--- config.mk ---
export PLATFORM = sky130hd
export DESIGN_NAME = spi_flash_arbiter_flat
export DESIGN_NICKNAME = d
export VERILOG_FILES = /design/src/rtl/spi_flash_arbiter_if.sv /design/src/rtl/spi_flash_arbiter.sv /design/src/flat_wrapper.sv
export SDC_FILE = /design/constraint.sdc
export NUM_CORES = 1
export LEC_CHECK = 0
export ABC_AREA = 1
export CORE_UTILIZATION = 35
export DETAILED_ROUTE_END_ITERATION = 16
export PLACE_DENSITY = 0.59
export SLEW_MARGIN = 20
export SYNTH_ARGS = -nofsm -noshare
export SYNTH_HDL_FRONTEND = slang
export SYNTH_SLANG_ARGS = --single-unit
--- constraint.sdc ---
create_clock -name sysclk -period 2.6 [get_ports sysclk]
set_input_delay 0.39 -clock sysclk [delete_from_list [all_inputs] [get_ports sysclk]]
set_output_delay 0.39 -clock sysclk [all_outputs]
set_load 0.01 [all_outputs]
--- src/rtl/spi_flash_arbiter_if.sv ---
// SPI bus bundle between the two SPI masters, the shared flash and the arbiter.
// The master modport is the board side (masters plus flash). The slave modport is the arbiter.
interface spi_flash_arbiter_if;
    logic dsp_cs_INV;
    logic dsp_clk;
    logic dsp_mosi;
    logic dsp_miso;
    logic cpu_cs_INV;
    logic cpu_clk;
    logic cpu_mosi;
    logic cpu_miso;
    logic flash_cs_INV;
    logic flash_clk;
    logic flash_mosi;
    logic flash_miso;

    modport master (
        output dsp_cs_INV, dsp_clk, dsp_mosi,
        input  dsp_miso,
        output cpu_cs_INV, cpu_clk, cpu_mosi,
        input  cpu_miso,
        input  flash_cs_INV, flash_clk, flash_mosi,
        output flash_miso
    );

    modport slave (
        input  dsp_cs_INV, dsp_clk, dsp_mosi,
        output dsp_miso,
        input  cpu_cs_INV, cpu_clk, cpu_mosi,
        output cpu_miso,
        output flash_cs_INV, flash_clk, flash_mosi,
        input  flash_miso
    );
endinterface

--- src/rtl/spi_flash_arbiter.sv ---
// Shares the SPI boot/config flash between the DSP and CPU SPI masters.
// One owner at a time. The owner's raw SCLK/MOSI/CS pass straight through to the flash.
// Ownership is decided on synchronised chip selects, and a guard gap keeps the flash
// deselected between owners.
module spi_flash_arbiter #(
    parameter int unsigned SYNC_STAGES   = 2,
    parameter int unsigned GUARD_CYCLES  = 4,
    parameter int unsigned TIMEOUT_WIDTH = 20,
    parameter int unsigned PRIORITY      = 0
) (
    input  logic                      sysclk,
    input  logic                      reset,
    input  logic                      enable,
    spi_flash_arbiter_if.slave        bus,
    output logic [1:0]                grant,
    output logic                      collision,
    output logic                      timeout,
    output logic [7:0]                collision_count
);

    localparam int unsigned GUARD_W = $clog2(GUARD_CYCLES + 1);
    localparam logic [TIMEOUT_WIDTH-1:0] OWN_ONES = '1;
    // The counter clears on grant. Reaching ONES-1 therefore means the owner has held the flash for 2**W-1 cycles.
    localparam logic [TIMEOUT_WIDTH-1:0] OWN_LAST = OWN_ONES - TIMEOUT_WIDTH'(1);
    localparam logic DSP_WINS = (PRIORITY == 0);

    typedef enum logic [1:0] {
        IDLE,
        OWN_DSP,
        OWN_CPU,
        GUARD
    } state_t;

    state_t                   state;
    logic [SYNC_STAGES-1:0]   dsp_sync;
    logic [SYNC_STAGES-1:0]   cpu_sync;
    logic                     req_dsp;
    logic                     req_cpu;
    logic                     req_dsp_q;
    logic                     req_cpu_q;
    logic                     rise_dsp;
    logic                     rise_cpu;
    logic                     denied_dsp;
    logic                     denied_cpu;
    logic                     elig_dsp;
    logic                     elig_cpu;
    logic [TIMEOUT_WIDTH-1:0] own_cnt;
    logic [GUARD_W-1:0]       guard_cnt;
    logic                     to_dsp;
    logic                     to_cpu;
    logic                     deny_dsp_set;
    logic                     deny_cpu_set;
    logic                     coll_set;

    // Bring both chip selects into the sysclk domain; flops idle high (deselected).
    always_ff @(posedge sysclk) begin
        if (reset) begin
            dsp_sync <= '1;
            cpu_sync <= '1;
        end else begin
            dsp_sync <= {dsp_sync[SYNC_STAGES-2:0], bus.dsp_cs_INV};
            cpu_sync <= {cpu_sync[SYNC_STAGES-2:0], bus.cpu_cs_INV};
        end
    end

    assign req_dsp  = ~dsp_sync[SYNC_STAGES-1];
    assign req_cpu  = ~cpu_sync[SYNC_STAGES-1];
    assign rise_dsp = req_dsp & ~req_dsp_q;
    assign rise_cpu = req_cpu & ~req_cpu_q;
    assign elig_dsp = req_dsp & ~denied_dsp;
    assign elig_cpu = req_cpu & ~denied_cpu;
    assign to_dsp   = enable && (state == OWN_DSP) && req_dsp && (own_cnt == OWN_LAST);
    assign to_cpu   = enable && (state == OWN_CPU) && req_cpu && (own_cnt == OWN_LAST);

    // Work out who gets denied this cycle and whether that counts as a collision.
    always_comb begin
        deny_dsp_set = 1'b0;
        deny_cpu_set = 1'b0;
        coll_set     = 1'b0;
        if (!enable) begin
            deny_dsp_set = req_dsp;
            deny_cpu_set = req_cpu;
        end else begin
            if (state != IDLE) begin
                if (rise_dsp) begin
                    deny_dsp_set = 1'b1;
                    coll_set     = 1'b1;
                end
                if (rise_cpu) begin
                    deny_cpu_set = 1'b1;
                    coll_set     = 1'b1;
                end
            end else if (elig_dsp && elig_cpu) begin
                coll_set = 1'b1;
                if (DSP_WINS) begin
                    deny_cpu_set = 1'b1;
                end else begin
                    deny_dsp_set = 1'b1;
                end
            end
            if (to_dsp) begin
                deny_dsp_set = 1'b1;
            end
            if (to_cpu) begin
                deny_cpu_set = 1'b1;
            end
        end
    end

    // Ownership FSM with registered grant, pulses, deny flags and collision counter.
    always_ff @(posedge sysclk) begin
        if (reset) begin
            state           <= IDLE;
            grant           <= 2'b00;
            own_cnt         <= '0;
            guard_cnt       <= '0;
            req_dsp_q       <= 1'b0;
            req_cpu_q       <= 1'b0;
            denied_dsp      <= 1'b0;
            denied_cpu      <= 1'b0;
            collision       <= 1'b0;
            timeout         <= 1'b0;
            collision_count <= '0;
        end else begin
            req_dsp_q  <= req_dsp;
            req_cpu_q  <= req_cpu;
            // Deny flags clear whenever the request is low. They can only be set while it is high.
            denied_dsp <= req_dsp & (denied_dsp | deny_dsp_set);
            denied_cpu <= req_cpu & (denied_cpu | deny_cpu_set);
            collision  <= coll_set;
            timeout    <= to_dsp | to_cpu;
            if (coll_set && (collision_count != 8'hFF)) begin
                collision_count <= collision_count + 8'd1;
            end

            if (!enable) begin
                state     <= IDLE;
                grant     <= 2'b00;
                own_cnt   <= '0;
                guard_cnt <= '0;
            end else begin
                case (state)
                    IDLE: begin
                        own_cnt <= '0;
                        if (elig_dsp && (!elig_cpu || DSP_WINS)) begin
                            state <= OWN_DSP;
                            grant <= 2'b01;
                        end else if (elig_cpu) begin
                            state <= OWN_CPU;
                            grant <= 2'b10;
                        end
                    end
                    OWN_DSP: begin
                        if (!req_dsp || to_dsp) begin
                            state     <= GUARD;
                            grant     <= 2'b00;
                            guard_cnt <= GUARD_W'(GUARD_CYCLES);
                        end else begin
                            own_cnt <= own_cnt + TIMEOUT_WIDTH'(1);
                        end
                    end
                    OWN_CPU: begin
                        if (!req_cpu || to_cpu) begin
                            state     <= GUARD;
                            grant     <= 2'b00;
                            guard_cnt <= GUARD_W'(GUARD_CYCLES);
                        end else begin
                            own_cnt <= own_cnt + TIMEOUT_WIDTH'(1);
                        end
                    end
                    GUARD: begin
                        grant <= 2'b00;
                        if (guard_cnt <= GUARD_W'(1)) begin
                            state     <= IDLE;
                            guard_cnt <= '0;
                        end else begin
                            guard_cnt <= guard_cnt - GUARD_W'(1);
                        end
                    end
                    default: begin
                        state <= IDLE;
                        grant <= 2'b00;
                    end
                endcase
            end
        end
    end

    // Route the owner's SPI signals to the flash; parked values when nobody owns it.
    always_comb begin
        bus.flash_cs_INV = 1'b1;
        bus.flash_clk    = 1'b0;
        bus.flash_mosi   = 1'b0;
        bus.dsp_miso     = 1'b1;
        bus.cpu_miso     = 1'b1;
        if (grant[0]) begin
            bus.flash_cs_INV = bus.dsp_cs_INV;
            bus.flash_clk    = bus.dsp_clk;
            bus.flash_mosi   = bus.dsp_mosi;
            bus.dsp_miso     = bus.flash_miso;
        end else if (grant[1]) begin
            bus.flash_cs_INV = bus.cpu_cs_INV;
            bus.flash_clk    = bus.cpu_clk;
            bus.flash_mosi   = bus.cpu_mosi;
            bus.cpu_miso     = bus.flash_miso;
        end
    end

endmodule
--- src/flat_wrapper.sv ---
// flat-port wrapper written by rule: the top's interface ports become plain ports
module spi_flash_arbiter_flat 
#(
    parameter int unsigned SYNC_STAGES   = 2,
    parameter int unsigned GUARD_CYCLES  = 4,
    parameter int unsigned TIMEOUT_WIDTH = 20,
    parameter int unsigned PRIORITY      = 0
)
  (sysclk, reset, enable, grant, collision, timeout, collision_count, bus_dsp_cs_INV, bus_dsp_clk, bus_dsp_mosi, bus_dsp_miso, bus_cpu_cs_INV, bus_cpu_clk, bus_cpu_mosi, bus_cpu_miso, bus_flash_cs_INV, bus_flash_clk, bus_flash_mosi, bus_flash_miso);
  spi_flash_arbiter_if bus_i ();
  input  logic sysclk;
  input  logic reset;
  input  logic enable;
  output logic [1:0] grant;
  output logic collision;
  output logic timeout;
  output logic [7:0] collision_count;
  input wire logic [$bits(bus_i.dsp_cs_INV)-1:0] bus_dsp_cs_INV;
  input wire logic [$bits(bus_i.dsp_clk)-1:0] bus_dsp_clk;
  input wire logic [$bits(bus_i.dsp_mosi)-1:0] bus_dsp_mosi;
  output wire logic [$bits(bus_i.dsp_miso)-1:0] bus_dsp_miso;
  input wire logic [$bits(bus_i.cpu_cs_INV)-1:0] bus_cpu_cs_INV;
  input wire logic [$bits(bus_i.cpu_clk)-1:0] bus_cpu_clk;
  input wire logic [$bits(bus_i.cpu_mosi)-1:0] bus_cpu_mosi;
  output wire logic [$bits(bus_i.cpu_miso)-1:0] bus_cpu_miso;
  output wire logic [$bits(bus_i.flash_cs_INV)-1:0] bus_flash_cs_INV;
  output wire logic [$bits(bus_i.flash_clk)-1:0] bus_flash_clk;
  output wire logic [$bits(bus_i.flash_mosi)-1:0] bus_flash_mosi;
  input wire logic [$bits(bus_i.flash_miso)-1:0] bus_flash_miso;
  assign bus_i.dsp_cs_INV = bus_dsp_cs_INV;
  assign bus_i.dsp_clk = bus_dsp_clk;
  assign bus_i.dsp_mosi = bus_dsp_mosi;
  assign bus_dsp_miso = bus_i.dsp_miso;
  assign bus_i.cpu_cs_INV = bus_cpu_cs_INV;
  assign bus_i.cpu_clk = bus_cpu_clk;
  assign bus_i.cpu_mosi = bus_cpu_mosi;
  assign bus_cpu_miso = bus_i.cpu_miso;
  assign bus_flash_cs_INV = bus_i.flash_cs_INV;
  assign bus_flash_clk = bus_i.flash_clk;
  assign bus_flash_mosi = bus_i.flash_mosi;
  assign bus_i.flash_miso = bus_flash_miso;
  spi_flash_arbiter #(.SYNC_STAGES(SYNC_STAGES), .GUARD_CYCLES(GUARD_CYCLES), .TIMEOUT_WIDTH(TIMEOUT_WIDTH), .PRIORITY(PRIORITY)) u_core (.sysclk(sysclk), .reset(reset), .enable(enable), .bus(bus_i), .grant(grant), .collision(collision), .timeout(timeout), .collision_count(collision_count));
endmodule
After elaboration in Yosys (flattened, before gate mapping):

Index checks and enable logic that the tools add are counted.

* logic and storage cells: 100
* output and inout bits: 17
* register bits after elaboration: 45
* bits of input ports: 10

* add/sub/neg operators: 3
* order comparisons: 1
* multiplexer cells: 37
* reduce and logical (&&, ||, !) cells: 19
* bitwise operators: 16
* eq/ne operators: 11

Operator list (count)
* 20-bit one-hot mux with 3 select lines: 1
* 20-bit 2-to-1 mux: 2
* 1-bit 2-to-1 mux: 21
* 20-bit by 1-bit adder with 20-bit output (second input constant): 1
* 20-bit equality test (second input constant): 1
* 2-bit one-hot mux with 4 select lines: 2
* 2-bit 2-to-1 mux: 7
* 3-bit 2-to-1 mux: 3
* 3-bit one-hot mux with 3 select lines: 1
* 3-bit AND reduction: 3
* 8-bit by 1-bit adder with 8-bit output (second input constant): 1
* 1-bit logical AND: 8
* 2-bit != test (second input constant): 4
* 8-bit != test (second input constant): 1
* 1-bit inverter: 7
* 1-bit bitwise AND: 6
* 3-bit nonzero test: 2
* 2-bit equality test (second input constant): 2
* 4-bit AND reduction: 1
* 3-bit by 1-bit less-or-equal comparator with 1-bit output (second input constant): 1
* 3-bit by 1-bit != test with 1-bit output (second input constant): 1
* 1-bit bitwise OR: 3
* 3-bit by 1-bit subtractor with 3-bit output (second input constant): 1
* 2-bit by 1-bit equality test with 1-bit output (second input constant): 1
* 5 further kinds: 6

Depth between registers and ports, before layout:

Gate-level depths: netlist of the first run.

* depth after elaboration: 9
* mapped depth: 12

Worst setup path after synthesis of the first run:

OpenSTA, ideal clock, no wires.

* path kind: reg-to-reg
* start: reg u_core.state[0]
* end: reg u_core.collision_count[0]
* path buffers: 0
* path slack: 770 ps
* data arrival time: 1708 ps
* stages on the path, launching flop included: 13
* path through: dfxtp_1 > inv_1 > ha_1 > inv_1 > nand2_1 > o21ai_0 > inv_1 > nand2_1 > inv_1 > nor2_2 > nand2_1 > o21ai_0 > a21oi_1

* word-level cells in the longest chain between the ends: 4

Ends and longest elaborated chain
* from (decl): line spi_flash_arbiter.sv:34 `state_t state;`
* from (signal assigned): line spi_flash_arbiter.sv:113 `state <= IDLE;`
* from (signal assigned): line spi_flash_arbiter.sv:137 `state <= IDLE;`
* from (signal assigned): line spi_flash_arbiter.sv:146 `state <= OWN_DSP;`
* 2-bit nonzero test: line spi_flash_arbiter.sv:84 `if (state != IDLE) begin`
* 1-bit 2-to-1 mux: line spi_flash_arbiter.sv:84
* 1-bit 2-to-1 mux: line spi_flash_arbiter.sv:80 `if (!enable) begin`
* 1-bit logical AND: line spi_flash_arbiter.sv:132 `if (coll_set && (collision_count != 8'hFF)) begin`
* to (signal assigned): line spi_flash_arbiter.sv:133 `collision_count <= collision_count + 8'd1;`
* to (decl): line spi_flash_arbiter.sv:18 `output logic [7:0] collision_count`

Every way passes these cells.
A chain may end at the register's enable or synchronous reset.

Worst setup path after layout of the first run:

* start: reg u_core.grant[0]
* end: out bus_flash_mosi

* word-level cells in the longest chain between the ends: 1

Ends and longest elaborated chain
* from (decl): line spi_flash_arbiter.sv:15 `output logic [1:0] grant,`
* from (signal assigned): line spi_flash_arbiter.sv:114 `grant <= 2'b00;`
* from (signal assigned): line spi_flash_arbiter.sv:138 `grant <= 2'b00;`
* from (signal assigned): line spi_flash_arbiter.sv:147 `grant <= 2'b01;`
* 1-bit 2-to-1 mux: line spi_flash_arbiter.sv:196 `if (grant[0]) begin`
* to (decl): line flat_wrapper.sv:28 `output wire logic [$bits(bus_i.flash_mosi)-1:0] bus_flash_mosi;`

Every way passes these cells.

==> impl_metrics.tcl, run 1 <==
set metrics [dict create \
    coreArea_mm2 0.00729 \
    worst_path_required_time_ns 2.21 \
    slowest_delay_ns 0.54 \
    period_share_pct 79.2 \
    post_synth_mux_area_share_pct 0 \
    die_span_in_y_um 89.2 \
    timing.critical_path.arrival_ns 1.67 \
    rsz0062_at_grt "false" \
    clkSlewWorstSetupHoldPaths_ns 0.09 \
    netlist.area_leader.share_pct 33.9 \
    whs_endpoint "u_core.dsp_sync[1]$_SDFF_PP1_" \
    cellLeakagePower_nw 1.11 \
    setup.worst_path.class "register to primary output" \
    crit_fanout 7 \
    finalSetupViolCount 0 \
    ctsRootBufferMaster "sky130_fd_sc_hd__clkbuf_8" \
    post-route-min-period_ns 2.06 \
    critPathSlowestCell "sky130_fd_sc_hd__clkdlybuf4s50_1" \
    r2r-end "u_core.own_cnt[14]$_SDFFE_PP0P_" \
    critical_path_buffer_and_inverter_count 1 \
    setup.worst_path.start_class "register" \
    i_o_pins 27 \
    grt_max_degree 28 \
    post_cts.repair.setup_buffers 0 \
    numPortBuffers 26 \
    ys_warn_count 0 \
    die_area_mm2 0.00795 \
    max_ir_drop_vdd_mv 0.242 \
    dpl.hpwl_um 4430 \
    h-tree-depth 2 \
    syn_area_mm2 0.00266 \
    timing.hold.worst.start "u_core.dsp_sync[0]$_SDFF_PP1_" \
    clock_tree.buffer_depth 2 \
    post-place-cells 522 \
    tritoncts "yes" \
    dieWidth_um 89.2 \
    post_cts.resized_instances 0 \
    worst_margin_slew_ns 0.618 \
    detail_route.wl_per_cell_um 11.3 \
    drive_above_1_share_pct 7.42 \
    max_cap_viol_count 0 \
    crit_chain "nor2_1 > a22o_1 > clkdlybuf4s50_1" \
    holdCritPathClass "register to register" \
    vias_in_the_first_global_route 2260 \
    cp_top_family "buffers and inverters" \
    power_density_of_the_placed_cells_mw_per_mm2 437 \
    worstSkewPairLatency_ns 0.30 \
    drt-total-wl_um 6010 \
    synth_compound_area_share_pct 11.2 \
    synthToLayoutAreaGrowth_pct 17.0 \
    worst_setup_path_startpoint "u_core.grant[0]$_SDFFE_PP0P_" \
    final-max-slew-violation-count 0 \
    grt_first_pass_wirelength_um 10400 \
    reg2reg_depth 10 \
    synth_largest_area_cell "sky130_fd_sc_hd__dfxtp_1" \
    r2r_slack_ns 0.60 \
    totalNegativeSetupSlack_ns 0 \
    netlist-cell-type-count 31 \
    yosys.area_share.simple_pct 39.4 \
    final_net_count 450 \
    regToRegStartpoint "u_core.own_cnt[0]$_SDFFE_PP0P_" \
    max_fclk_mhz 486 \
    post_synth_inst_count 402 \
    cts_made_buffers 5 \
    place_congestion 0.811 \
    yosysSeqAreaShare_pct 33.9 \
    largest_family_of_logic_cells_by_synthesized_area "simple AND/OR/NAND/NOR gates" \
    run_status "finished, final reports clean" \
    drcViolationCount 0 \
    synthesis.nets 422 \
    worst_hold_path.num_cells 1 \
    synth_area_per_cell_um2 6.61 \
    initialDrtViolationCount 124 \
    vias 2515 \
    avgViaCountPerCell 4.75 \
    detailedRoute.firstPassIterationCount 4 \
    timing.max_slew.rel_slack_pct 58.7 \
    globalRoute.totalOverflow 0 \
    kind_of_end_point_of_the_critical_path "primary output" \
    xor_xnor_portion_of_the_synthesized_cell_area_pct 2.96 \
    initial_core_util_pct 36.5 \
    yosys_register_bits 45 \
    final.setup_skew_ns 0.00709 \
    ant_nets 0 \
    row_count 31 \
    synth_fa_ha_area_share_pct 4.71 \
    nFillCells 803 \
    final-hold-violation-count 0 \
    diodes 0 \
    grt_util_all_layers_pct 16.8 \
    synth.top_cells.by_area "sky130_fd_sc_hd__dfxtp_1, sky130_fd_sc_hd__nand2_1, sky130_fd_sc_hd__nor2_1" \
    cts_hold_buffers 0 \
    layout.cells.non_filler 530 \
    cts_sinks 45 \
    antenna_found_initial 0 \
]
## Yosys cell counts (all sizes together)
library cell,n
a21boi,1
a21oi,32
a22o,2
a22oi,1
a311oi,1
buf,5
clkbuf,4
dfxtp,45
ha,10
inv,42
nand2,105
nand3,25
nand4,20
nor2,74
nor3,12
o21a,1
o21ai,7
o21bai,4
or2,2
xnor2,1
xor2,8
## per-stage QoR
step	cell area [um^2]	power (mW)	hold WS [ns]	utilization [%]	setup WS, ns
after global placement	3020	0.921	0.394	41.4	0.502
after global routing	3110	1.44	0.430	42.7	0.340
final	3110	1.36	0.413	42.7	0.541
after CTS	3110	1.38	0.417	42.7	0.527
after floorplan	2660	0.871	0.389	-	0.770
after detailed placement	3020	0.924	0.393	41.4	0.464
## state kept, by name, indices dropped and copies added (netlist names), 2 cells and up
register                cells
u_core.own_cnt             20
u_core.collision_count      8
u_core.guard_cnt            3
u_core.cpu_sync             2
u_core.dsp_sync             2
u_core.grant                2
u_core.state                2
## routing by layer
layer	routed length, um	vias to the layer above	part of all wire (%)	GRT usage [%]
li1	-	1355	-	-
met1	3030	1133	50	21.9
met2	2800	23	47	27.6
met3	134	4	2.2	3.60
met4	44	0	0.73	5.19
met5	0	-	0	0
## kinds of logic after synthesis
| logic type | Yosys count |
|---|---|
| xor gates and xnor gates | 9 |
| AOI/OAI and AO/OA | 49 |
| and+or+nand+nor | 238 |
| adders and majority gates | 10 |
| DFF | 45 |
| buffers and inverters | 51 |
## how the worst max path moves through the flow
stage / end / slack (ns) / cells past startpoint
4_1_cts: bus_flash_mosi / 0.53 / 3
2_1_floorplan: u_core.collision_count[0]$_SDFFE_PP0P_ / 0.77 / 12
3_5_place_dp: u_core.own_cnt[14]$_SDFFE_PP0P_ / 0.46 / 9
5_1_grt: u_core.own_cnt[15]$_SDFFE_PP0P_ / 0.34 / 10
6_report: bus_flash_mosi / 0.54 / 3
3_3_place_gp: u_core.own_cnt[14]$_SDFFE_PP0P_ / 0.50 / 9
## cell type report
class | count | area, um^2 | share of cell area [%]
multi-input combinational | 306 | 1550 | 49.8
sequential | 45 | 901 | 29.0
timing repair buffer | 30 | 290 | 9.33
inverter | 42 | 158 | 5.07
tap | 99 | 124 | 3.98
clock buffer | 5 | 68.8 | 2.21
clock inverter | 3 | 21.3 | 0.684
## power breakdown
group	leakage, nW	switching, mW	internal (mW)
sequential	0.364	0.0112	0.704
clock	0.0445	0.260	0.191
combinational	0.700	0.124	0.0685
total	1.11	0.395	0.963
## layout by cell type, fill, tap and decap left out, types with 2 or more instances in the layout
master	n
sky130_fd_sc_hd__nand4_1	20
sky130_fd_sc_hd__a21oi_1	26
sky130_fd_sc_hd__clkdlybuf4s50_1	26
sky130_fd_sc_hd__xor2_1	8
sky130_fd_sc_hd__inv_1	41
sky130_fd_sc_hd__nand3_1	22
sky130_fd_sc_hd__nand3_2	2
sky130_fd_sc_hd__buf_4	4
sky130_fd_sc_hd__nand2_2	3
sky130_fd_sc_hd__nor2_2	3
sky130_fd_sc_hd__or2_2	2
sky130_fd_sc_hd__o21ai_0	7
sky130_fd_sc_hd__nor3_1	12
sky130_fd_sc_hd__o21bai_1	4
sky130_fd_sc_hd__ha_1	10
sky130_fd_sc_hd__a21oi_2	6
sky130_fd_sc_hd__nand2_1	101
sky130_fd_sc_hd__nor2_1	70
sky130_fd_sc_hd__dfxtp_1	45
sky130_fd_sc_hd__clkbuf_8	5
sky130_fd_sc_hd__a22o_1	2
## worst register-to-register path: stages (launching register included)
cell                      delay [ns]
sky130_fd_sc_hd__dfxtp_1        0.35
sky130_fd_sc_hd__inv_1          0.11
sky130_fd_sc_hd__ha_1           0.15
sky130_fd_sc_hd__nand4_1        0.09
sky130_fd_sc_hd__nor2_1         0.22
sky130_fd_sc_hd__nand3_2        0.15
sky130_fd_sc_hd__nand2_1        0.10
sky130_fd_sc_hd__nand2_2        0.19
sky130_fd_sc_hd__nand3_4        0.30
sky130_fd_sc_hd__nand2_1        0.12
sky130_fd_sc_hd__a21oi_2        0.14
(Power assumes the default switching activity.)
==> run 2: changes to the inputs <==
==> constraint.sdc (replaced) <==
create_clock -name sysclk -period 2 [get_ports sysclk]
set_input_delay 0.3 -clock sysclk [delete_from_list [all_inputs] [get_ports sysclk]]
set_output_delay 0.3 -clock sysclk [all_outputs]
set_load 0.01 [all_outputs]
==> run 2 against run 1 <==
Clock skew increased by 0.00073 ns. Wire length grew 7.9%. Critical path depth did not move. Combinational power up 47%. First-iteration DRC count fell by 0.81%. Via count is 5.0% higher. Global-route usage up 0.90 points. Critical path type unchanged. Sequential power grew 30%. Count of clock-buffer cells in the layout stayed put. Hold slack better by 0.0017 ns.
==> impl_metrics.tcl, run 2 (same netlist as run 1, synthesis figures left out) <==
set metrics [dict create \
    period_share_pct 94.8 \
    holdCritPathClass "register to register" \
    clock_tree.buffer_depth 2 \
    clkSlewWorstSetupHoldPaths_ns 0.10 \
    multiInputGateArea_mm2 0.00158 \
    max_ir_drop_vdd_mv 0.234 \
    crit_chain "nor2_2 > a22oi_1 > clkdlybuf4s50_1" \
    initialDrtViolationCount 123 \
    slowest_delay_ns 0.56 \
    setup.worst_path.start_class "register" \
    finalSetupViolCount 0 \
    worst_margin_slew_ns 0.676 \
    cts_sinks 45 \
    mostFrequentLayoutCell "sky130_fd_sc_hd__nand2_1" \
    vias_in_the_first_global_route 2399 \
    detailedRoute.firstPassIterationCount 4 \
    power_density_of_the_placed_cells_mw_per_mm2 596 \
    drcViolationCount 0 \
    diodes 0 \
    nFillCells 780 \
    crit_fanout 7 \
    drt-total-wl_um 6490 \
    drive_above_1_share_pct 11.9 \
    grt_max_degree 28 \
    place_congestion 0.897 \
    critPathSlowestCell "sky130_fd_sc_hd__clkdlybuf4s50_1" \
    h-tree-depth 2 \
    dieWidth_um 89.2 \
    ant_nets 0 \
    antenna_found_initial 0 \
    ctsRootBufferMaster "sky130_fd_sc_hd__clkbuf_8" \
    cellLeakagePower_nw 1.21 \
    die_area_mm2 0.00795 \
    layout.cells.non_filler 546 \
    run_status "finished, final reports clean" \
    numPortBuffers 26 \
    row_count 31 \
    cts_made_buffers 5 \
    dpl.hpwl_um 4670 \
    registers.top_by_ff_count "u_core.own_cnt" \
    internal_power_mw 1.41 \
    timing.max_slew.rel_slack_pct 54.9 \
    max_cap_viol_count 0 \
    avgViaCountPerCell 4.84 \
    largest_register_ffs 20 \
    power.clock.fraction_pct 38.1 \
    vias 2642 \
    coreArea_mm2 0.00729 \
    grt_first_pass_wirelength_um 11000 \
    post-place-cells 537 \
    mostFrequentLayoutCells "sky130_fd_sc_hd__nand2_1, sky130_fd_sc_hd__nor2_1, sky130_fd_sc_hd__dfxtp_1" \
    timing.critical_path.arrival_ns 1.60 \
    seqPwrFrac_pct 47.5 \
    die_span_in_y_um 89.2 \
    final.setup_skew_ns 0.00783 \
    post-route-min-period_ns 1.90 \
    globalRoute.totalOverflow 0 \
    regToRegStartpoint "u_core.state[0]$_SDFFE_PP0P_" \
    kind_of_end_point_of_the_critical_path "primary output" \
    setup.worst_path.class "register to primary output" \
    detail_route.wl_per_cell_um 11.9 \
    worst_setup_path_startpoint "u_core.grant[0]$_SDFFE_PP0P_" \
    worst_path_required_time_ns 1.70 \
    final_net_count 466 \
    totalNegativeSetupSlack_ns 0 \
    final-max-slew-violation-count 0 \
    max_fclk_mhz 527 \
    worstSkewPairLatency_ns 0.31 \
    p_sw_share_pct 28.2 \
    p_sw_uw 551 \
    post_cts.repair.setup_buffers 0 \
    timing.hold.worst.start "u_core.dsp_sync[0]$_SDFF_PP1_" \
    ff_latch_area_um2 901 \
    synthToLayoutAreaGrowth_pct 23.5 \
    final-hold-violation-count 0 \
    grt_util_all_layers_pct 17.6 \
    initial_core_util_pct 36.5 \
    biggest_registers_after_layout "u_core.own_cnt (20), u_core.collision_count (8), u_core.guard_cnt (3)" \
    tritoncts "yes" \
    i_o_pins 27 \
    p_comb_share_pct 14.5 \
    rsz0062_at_grt "false" \
]
## run 2: changes by cell type in the layout (fill, tap and decap cells not counted), sizes merged
cell	delta
buf	+15
bufinv	+1
clkinv	-1
clkinvlp	-1
inv	+1
nand3	+1
## run 2: per-stage QoR
| step | instance area [um^2] | setup WS [ns] | hold slack, ns | power [mW] | util, % |
|---|---|---|---|---|---|
| 2_1_floorplan | 2660 | 0.170 | 0.375 | 1.13 | - |
| 3_3_place_gp | 3130 | 0.120 | 0.394 | 1.22 | 43.0 |
| 3_5_place_dp | 3130 | 0.121 | 0.399 | 1.22 | 43.0 |
| 4_1_cts | 3250 | 0.0245 | 0.422 | 1.96 | 44.6 |
| 5_1_grt | 3280 | 0.0274 | 0.445 | 2.05 | 45.0 |
| 6_report | 3280 | 0.104 | 0.414 | 1.96 | 45.0 |
## run 2: worst max-delay path, delay by kind of cell, from the launching register on
family                 cells  cell delay, ns
buffers and inverters      1            0.56
AO/OA/AOI/OAI              1            0.15
AND/OR/NAND/NOR            1            0.11
flip-flops                 1            0.48
## run 2: worst paths after layout
path | to | depth (start not counted) | slack, ns
min | u_core.dsp_sync[1]$_SDFF_PP1_ | 1 | 0.41
min reg2reg | u_core.dsp_sync[1]$_SDFF_PP1_ | 1 | 0.41
max | bus_flash_cs_INV | 3 | 0.10
max reg2reg | u_core.collision_count[0]$_SDFFE_PP0P_ | 12 | 0.18
## run 2: layout make-up
cell class                      count  area share, %
Inverter                           42           4.80
Sequential cell                    45           27.4
Multi-Input combinational cell    307           48.2
Clock buffer                        5           2.10
Clock inverter                      3           1.45
Timing Repair Buffer               45           12.3
Tap cell                           99           3.77
## run 2: power groups by stage
stage | logic (mW) | registers, mW | clock network [mW]
final | 0.283 | 0.929 | 0.745
after CTS | 0.274 | 0.929 | 0.759
after global routing | 0.321 | 0.932 | 0.795
after floorplan | 0.185 | 0.948 | 0
after detailed placement | 0.274 | 0.950 | 0
after global placement | 0.272 | 0.949 | 0
## run 2: routing by layer
layer	track usage, %	share of wire, %	vias up
li1	-	-	1392
met1	23.6	50	1203
met2	29.2	46	39
met3	3.05	3.0	8
met4	4.91	1.2	0
met5	0	0	-
## run 2: what timing repair did
item                                    4_1_cts  5_1_grt
endpoints found under the setup margin        0       24
hold buffers                                  0        0
hold endpoints to repair                      0        0
gates resized for setup                       0        7
